===== src/rtl/playlist_ctrl.sv =====
// rtl/playlist_ctrl.sv - note player master control: song index, play/pause, next/prev, repeat modes.
// Optional shuffle order is built only when PLAYLIST_SHUFFLE_EN is defined.
module playlist_ctrl #(
  parameter int NUM_SONGS     = 4,
  parameter int SONG_W        = 2,
  parameter int SWITCH_CYCLES = 2
) (
  input  logic              clk,
  input  logic              reset,
  input  logic              play_button,
  input  logic              next_button,
  input  logic              prev_button,
  input  logic              song_done,
  input  logic [1:0]        repeat_mode,
`ifdef PLAYLIST_SHUFFLE_EN
  input  logic              shuffle,
`endif
  output logic              play,
  output logic              reset_player,
  output logic [SONG_W-1:0] song,
  output logic              busy,
  output logic              playlist_end
);

  typedef enum logic [1:0] {
    PAUSED  = 2'd0,
    PLAYING = 2'd1,
    SWITCH  = 2'd2
  } state_t;

  localparam logic [SONG_W-1:0] LAST_SONG = SONG_W'(NUM_SONGS - 1);
  localparam logic [3:0]        CNT_LAST  = 4'(SWITCH_CYCLES - 1);

  state_t            state_q;
  logic              resume_q;   // 1: SWITCH exits to PLAYING, 0: to PAUSED
  logic [3:0]        cnt_q;
  logic [SONG_W-1:0] song_q;
  logic              play_q;
  logic              reset_player_q;
  logic              busy_q;
  logic              playlist_end_q;

  logic [SONG_W-1:0] next_song;
  logic [SONG_W-1:0] prev_song;
  logic [SONG_W-1:0] advance_song;

  logic              sw_req_d;
  logic [SONG_W-1:0] sw_song_d;
  logic              sw_resume_d;
  logic              sw_end_d;
  logic              toggle_d;

  assign next_song = (song_q == LAST_SONG) ? '0 : song_q + SONG_W'(1);
  assign prev_song = (song_q == '0) ? LAST_SONG : song_q - SONG_W'(1);

`ifdef PLAYLIST_SHUFFLE_EN
  logic [7:0]        lfsr_q;
  logic [SONG_W-1:0] cand_raw;
  logic [SONG_W-1:0] cand_wrap;
  logic [SONG_W-1:0] cand;

  // x^8+x^6+x^5+x^4+1, runs every cycle regardless of state
  always_ff @(posedge clk) begin
    if (reset) begin
      lfsr_q <= 8'h01;
    end else begin
      lfsr_q <= {lfsr_q[6:0], lfsr_q[7] ^ lfsr_q[5] ^ lfsr_q[4] ^ lfsr_q[3]};
    end
  end

  assign cand_raw  = lfsr_q[SONG_W-1:0];
  assign cand_wrap = ({1'b0, cand_raw} >= (SONG_W+1)'(NUM_SONGS)) ?
                     cand_raw - SONG_W'(NUM_SONGS) : cand_raw;
  assign cand      = (cand_wrap == song_q) ? next_song : cand_wrap;
  assign advance_song = shuffle ? cand : next_song;
`else
  assign advance_song = next_song;
`endif

  // Decode the single winning event for this cycle: next > prev > play > song_done.
  always_comb begin
    sw_req_d    = 1'b0;
    sw_song_d   = song_q;
    sw_resume_d = 1'b0;
    sw_end_d    = 1'b0;
    toggle_d    = 1'b0;
    if (state_q != SWITCH) begin
      if (next_button) begin
        sw_req_d    = 1'b1;
        sw_song_d   = advance_song;
        sw_resume_d = (state_q == PLAYING);
      end else if (prev_button) begin
        sw_req_d    = 1'b1;
        sw_song_d   = prev_song;
        sw_resume_d = (state_q == PLAYING);
      end else if (play_button) begin
        toggle_d = 1'b1;
      end else if (song_done && (state_q == PLAYING)) begin
        sw_req_d    = 1'b1;
        sw_resume_d = 1'b1;
        case (repeat_mode)
          2'b10: sw_song_d = song_q;
          2'b00: begin
            if (song_q == LAST_SONG) begin
              sw_song_d   = '0;
              sw_resume_d = 1'b0;
              sw_end_d    = 1'b1;
            end else begin
              sw_song_d = next_song;
            end
          end
          default: sw_song_d = advance_song;
        endcase
      end
    end
  end

  always_ff @(posedge clk) begin
    if (reset) begin
      state_q        <= PAUSED;
      resume_q       <= 1'b0;
      cnt_q          <= '0;
      song_q         <= '0;
      play_q         <= 1'b0;
      reset_player_q <= 1'b0;
      busy_q         <= 1'b0;
      playlist_end_q <= 1'b0;
    end else begin
      playlist_end_q <= 1'b0;
      case (state_q)
        SWITCH: begin
          if (cnt_q == CNT_LAST) begin
            state_q        <= resume_q ? PLAYING : PAUSED;
            play_q         <= resume_q;
            reset_player_q <= 1'b0;
            busy_q         <= 1'b0;
            cnt_q          <= '0;
          end else begin
            cnt_q <= cnt_q + 4'd1;
          end
        end
        default: begin
          if (sw_req_d) begin
            state_q        <= SWITCH;
            song_q         <= sw_song_d;
            resume_q       <= sw_resume_d;
            cnt_q          <= '0;
            play_q         <= 1'b0;
            reset_player_q <= 1'b1;
            busy_q         <= 1'b1;
            playlist_end_q <= sw_end_d;
          end else if (toggle_d) begin
            state_q <= (state_q == PLAYING) ? PAUSED : PLAYING;
            play_q  <= (state_q != PLAYING);
          end
        end
      endcase
    end
  end

  assign play         = play_q;
  assign reset_player = reset_player_q;
  assign song         = song_q;
  assign busy         = busy_q;
  assign playlist_end = playlist_end_q;

endmodule


===== config.mk =====
export PLATFORM = sky130hd
export DESIGN_NAME = playlist_ctrl
export DESIGN_NICKNAME = d
export VERILOG_FILES = /design/src/rtl/playlist_ctrl.sv
export SDC_FILE = /design/constraint.sdc
export NUM_CORES = 1
export LEC_CHECK = 0
export ABC_AREA = 1
export ABC_CLOCK_PERIOD_IN_PS = 3360
export BUFFER_PORTS_ARGS = -buffer_cell sky130_fd_sc_hd__buf_2
export CORE_AREA = 2 2 39 41
export CTS_BUF_LIST = sky130_fd_sc_hd__clkbuf_8
export CTS_CLUSTER_DIAMETER = 50
export DETAILED_ROUTE_END_ITERATION = 8
export DIE_AREA = 0 0 41 43
export MAX_ROUTING_LAYER = met4
export PLACE_DENSITY = 0.72
export SYNTH_ARGS = -nofsm -noshare
export SYNTH_HDL_FRONTEND = slang
export SYNTH_SLANG_ARGS = --single-unit
export TNS_END_PERCENT = 10

===== constraint.sdc =====
create_clock -name clk -period 3.36 [get_ports clk]
set_input_delay 0.504 -clock clk [delete_from_list [all_inputs] [get_ports clk]]
set_output_delay 0.504 -clock clk [all_outputs]
set_load 0.02 [all_outputs]

* After elaboration in Yosys (flattened, before gate mapping)
Cells that the tools add are included.
Cells by class: add/subtract/negate cells 3, eq/ne operators 10, mux-type cells 41, bitwise logic cells 5, reductions and logical operators 11
Operator list (count):
- $mux W1 | 26
- $mux W2 | 11
- $mux W4 | 3
- $reduce_or A9 Y1 | 1
- $eq A2 B2 Y1 const B | 3
- $reduce_and A2 Y1 | 3
- $reduce_and A6 Y1 | 1
- $reduce_bool A3 Y1 | 2
- $not A1 Y1 | 5
- $add A4 B1 Y4 const B | 1
- $eq A4 B1 Y1 const B | 1
- $logic_not A2 Y1 | 2
- $ne A2 B2 Y1 const B | 2
- $pmux W2 S2 | 1
- $ne A3 B1 Y1 const B | 1
- $ne A3 B3 Y1 const B | 1
- $add A2 B1 Y2 const B | 1
- $eq A2 B1 Y1 const B | 1
- $ne A2 B1 Y1 const B | 1
- $reduce_bool A2 Y1 | 1
- $sub A2 B1 Y2 const B | 1
- $logic_and A1 B1 Y1 | 1
Word-level totals: register bits 12, bits of input ports 8, output and inout bits 6, logic and storage cells 77

* Logic depth before layout (Yosys ltp)
depth after elaboration 9, depth in mapped cells 9

* Worst setup path before layout
OpenSTA, ideal clock, no wires.
path type register to register, start point reg song_q[0], in the netlist song[0], end point reg song_q[1], in the netlist song[1], library setup time 0.113 ns, arrival time 1.174 ns, data required time 3.247 ns, setup slack 2.074 ns, cell stages (with the launch flop) 7, period minus slack after synthesis 1.286 ns, cell sequence dfxtp_1 > inv_1 > ha_1 > xor2_1 > inv_1 > nor2_1 > nor2_1
On the way: cells in the longest elaborated chain, start to end 8, elaborated cells between the ends (all ways) 12
RTL lines:
- start, declared | line 37 | logic [SONG_W-1:0] song_q;
- start signal, assigned | line 145 | song_q <= sw_song_d;
- $add A2 B1 Y2 / $eq A2 B2 Y1 (equally long branches) | line 53, 104
- $mux W2 | line 53 | assign next_song = (song_q == LAST_SONG) ? '0 : song_q + SONG_W'(1);
- $mux W2 | line 104 | if (song_q == LAST_SONG) begin
- $pmux W2 S2 | line 101 | case (repeat_mode)
- $mux W2 | line 98 | end else if (song_done && (state_q == PLAYING)) begin
- $mux W2 | line 96 | end else if (play_button) begin
- $mux W2 | line 92 | end else if (prev_button) begin
- $mux W2 (*) | line 88 | if (next_button) begin
Every way passes the cells marked *; elsewhere a longest branch is shown, timed or not. The select of a mux whose other input is x is not followed. A chain may end at the register's enable or synchronous reset.

==> results_dict.tcl <==
set metrics [dict create \
    cts_setup_buffers 0 \
    slew_headroom_pct 79.7 \
    hp-class "in2reg" \
    path_buf_inv 1 \
    clockBufferDepth 2 \
    synth_adder_area_share_pct 7.63 \
    setup_violations 0 \
    tritoncts "built" \
    drtPass1Iterations 4 \
    ys_ff_latch 11 \
    worstSetupStartpointType "flip-flop" \
    min_delay_path_depth 2 \
    wirelength_mm 1.23 \
    total_leakage_power_nw 0.405 \
    finalCritPeriodShare_pct 39.6 \
    clock_sinks 11 \
    holdPathEnd "cnt_q[3]$_SDFFE_PP0P_" \
    grt_pass1_vias 566 \
    crit_path_max_fanout 4 \
    critical-path-max-stage-delay_ns 0.40 \
    clkTransAtPathRegs_ns 0.05 \
    synth-async-reset-ratio_pct 0 \
    yosysSeqAreaShare_pct 33.6 \
    yosysWarnings 0 \
    dieArea_sq_um 1760 \
    yosys.area_share.simple_pct 35.7 \
    hold_viol_final 0 \
    synth_flop_cell "dfxtp_1" \
    synth-compound-area-share_pct 11.3 \
    worstPathCellList "buf_2" \
    wl_per_cell_microns 9.69 \
    cts_buffers 3 \
    holdBufCountCts 0 \
    holdCritStartpoint "reset" \
    track_usage_pct 17.7 \
    vias 619 \
    gp_congestion 0.818 \
    insertion_delay_ns 0.23 \
    die_w_microns 41 \
    final_common_cell "nand2_1" \
    maxCapViolCount 0 \
    period_minus_slack_ns 1.33 \
    finalNetCount 124 \
    grt-ovfl-total 0 \
    dp_hpwl_microns 965 \
    finalSetupTns_ns 0 \
    synth_top_family_by_area "simple AND/OR/NAND/NOR gates" \
    cts_root_buf "clkbuf_8" \
    chipHeight_microns 43 \
    fill_cells 140 \
    post-route-util_pct 56.2 \
    synth_edf_count 0 \
    core_area_sq_um 1380 \
    drive_above_1_share_pct 24.3 \
    fin_skew_ns 0.00354 \
    h-tree-depth 1 \
    boundaryPins 14 \
    ir_worst_vdd_mv 0.255 \
    synth_cells 95 \
    postRouteAntennaNets 0 \
    holdWs_ns 0.462 \
    cp.arrival_ns 0.83 \
    worstSetupPathType "reg2out" \
    synth_area_sq_um 656 \
    final_cell_mix "nand2_1 (21), inv_1 (14), nor2_1 (13), buf_2 (13), dfxtp_1 (11)" \
    place_area_sq_um 733 \
    reg2reg_from "cnt_q[0]$_SDFFE_PP0P_" \
    critPathRequiredTime_ns 2.86 \
    worst_setup_path_end_kind "output pin" \
    cts_resized 0 \
    synth_mux_area_share_pct 0 \
    drt_iter0_markers 19 \
    design_area_sq_um 778 \
    rrSetupSlack_ns 2.10 \
    avgViaCountPerCell 4.87 \
    slew_viol_final 0 \
    r2r_cells 8 \
    antenna_found_initial 0 \
    port_buffers 13 \
    grt_pass1_wl_mm 2.02 \
    max_freq_mhz 752 \
    synth_nets 107 \
    setup_slack_ns 2.03 \
    outcome "finished clean" \
    reg2reg_to "state_q[0]$_SDFFE_PP0P_" \
    critPathLaunch "state_q[0]$_SDFFE_PP0P_" \
    crit_slowest_cell "dfxtp_1" \
    ys_types 22 \
    start_util_pct 47.4 \
    grt_start_max_net_pins 10 \
    crit_cells 1 \
    cp_top_family "flip-flops" \
    drc 0 \
    n_antenna_cell 0 \
    avgSynthCellArea_sq_um 6.90 \
    rsz0062_at_grt "false" \
    worst-slew-pin-transition_ns 0.304 \
    pre_cts_slack_ns 1.87 \
    rows 14 \
    synth_xor_xnor_area_share_pct 2.67 \
    area_growth_pct 18.7 \
    p_per_area_nw_per_um2 523 \
]
layer usage:
| metal | part of all wire [%] | GRT usage (%) | vias to the layer above |
|---|---|---|---|
| li1 | - | - | 327 |
| met1 | 42 | 17.6 | 275 |
| met2 | 52 | 28.1 | 15 |
| met3 | 4.9 | 4.71 | 2 |
| met4 | 0.73 | 12.0 | 0 |
| met5 | 0 | - | - |
cell families after synthesis:
group	after synthesis
DFF	11
xor gates and xnor gates	2
and+or+nand+nor	50
buffers and inverters	15
AOI/OAI and AO/OA	13
adders and majority gates	4
metrics by stage:
| stage | std cells | total power [mW] |
|---|---|---|
| finish | 127 | 0.407 |
| global route | 127 | 0.439 |
| floorplan | 95 | 0.255 |
| global placement | 123 | 0.281 |
| detailed placement | 123 | 0.283 |
| CTS | 127 | 0.414 |
worst max path at each step:
| stage | to |
|---|---|
| floorplan | song[1]$_SDFFE_PP0P_ |
| global placement | state_q[0]$_SDFFE_PP0P_ |
| detailed placement | state_q[0]$_SDFFE_PP0P_ |
| CTS | play |
| global route | state_q[0]$_SDFFE_PP0P_ |
| finish | play |
report_power, final:
part | switching (mW) | internal [mW]
logic | 0.0730 | 0.0447
clock network | 0.0472 | 0.0800
registers | 0.0160 | 0.146
flip-flops by register name, summed over array words and instances, names as in the netlist:
register      count
cnt_q             4
song              2
state_q           2
busy              1
playlist_end      1
resume_q          1
cells in the mapped netlist, types with 2 or more instances:
cell | instances | share of area, %
nor2_4 | 2 | 3.4
nand3_1 | 4 | 3.1
nand2_1 | 21 | 12
inv_1 | 13 | 7.4
xor2_1 | 2 | 2.7
dfxtp_1 | 11 | 34
a21oi_1 | 5 | 3.8
ha_1 | 4 | 7.6
nor2_1 | 13 | 7.4
nand2_2 | 4 | 3.8
o21ai_0 | 5 | 3.8
area by class of cell:
type                       instances  area, sq um  share of cell area, %
sequential                        11          220                   28.3
multi-input combinational         69          375                   48.2
clock buffer                       3         41.3                   5.31
tap                               16         20.0                   2.57
inverter                          14         52.6                   6.75
clock inverter                     1         3.75                  0.482
timing repair buffer              13         65.1                   8.36
Note: power is estimated with default switching activity, not from simulation.
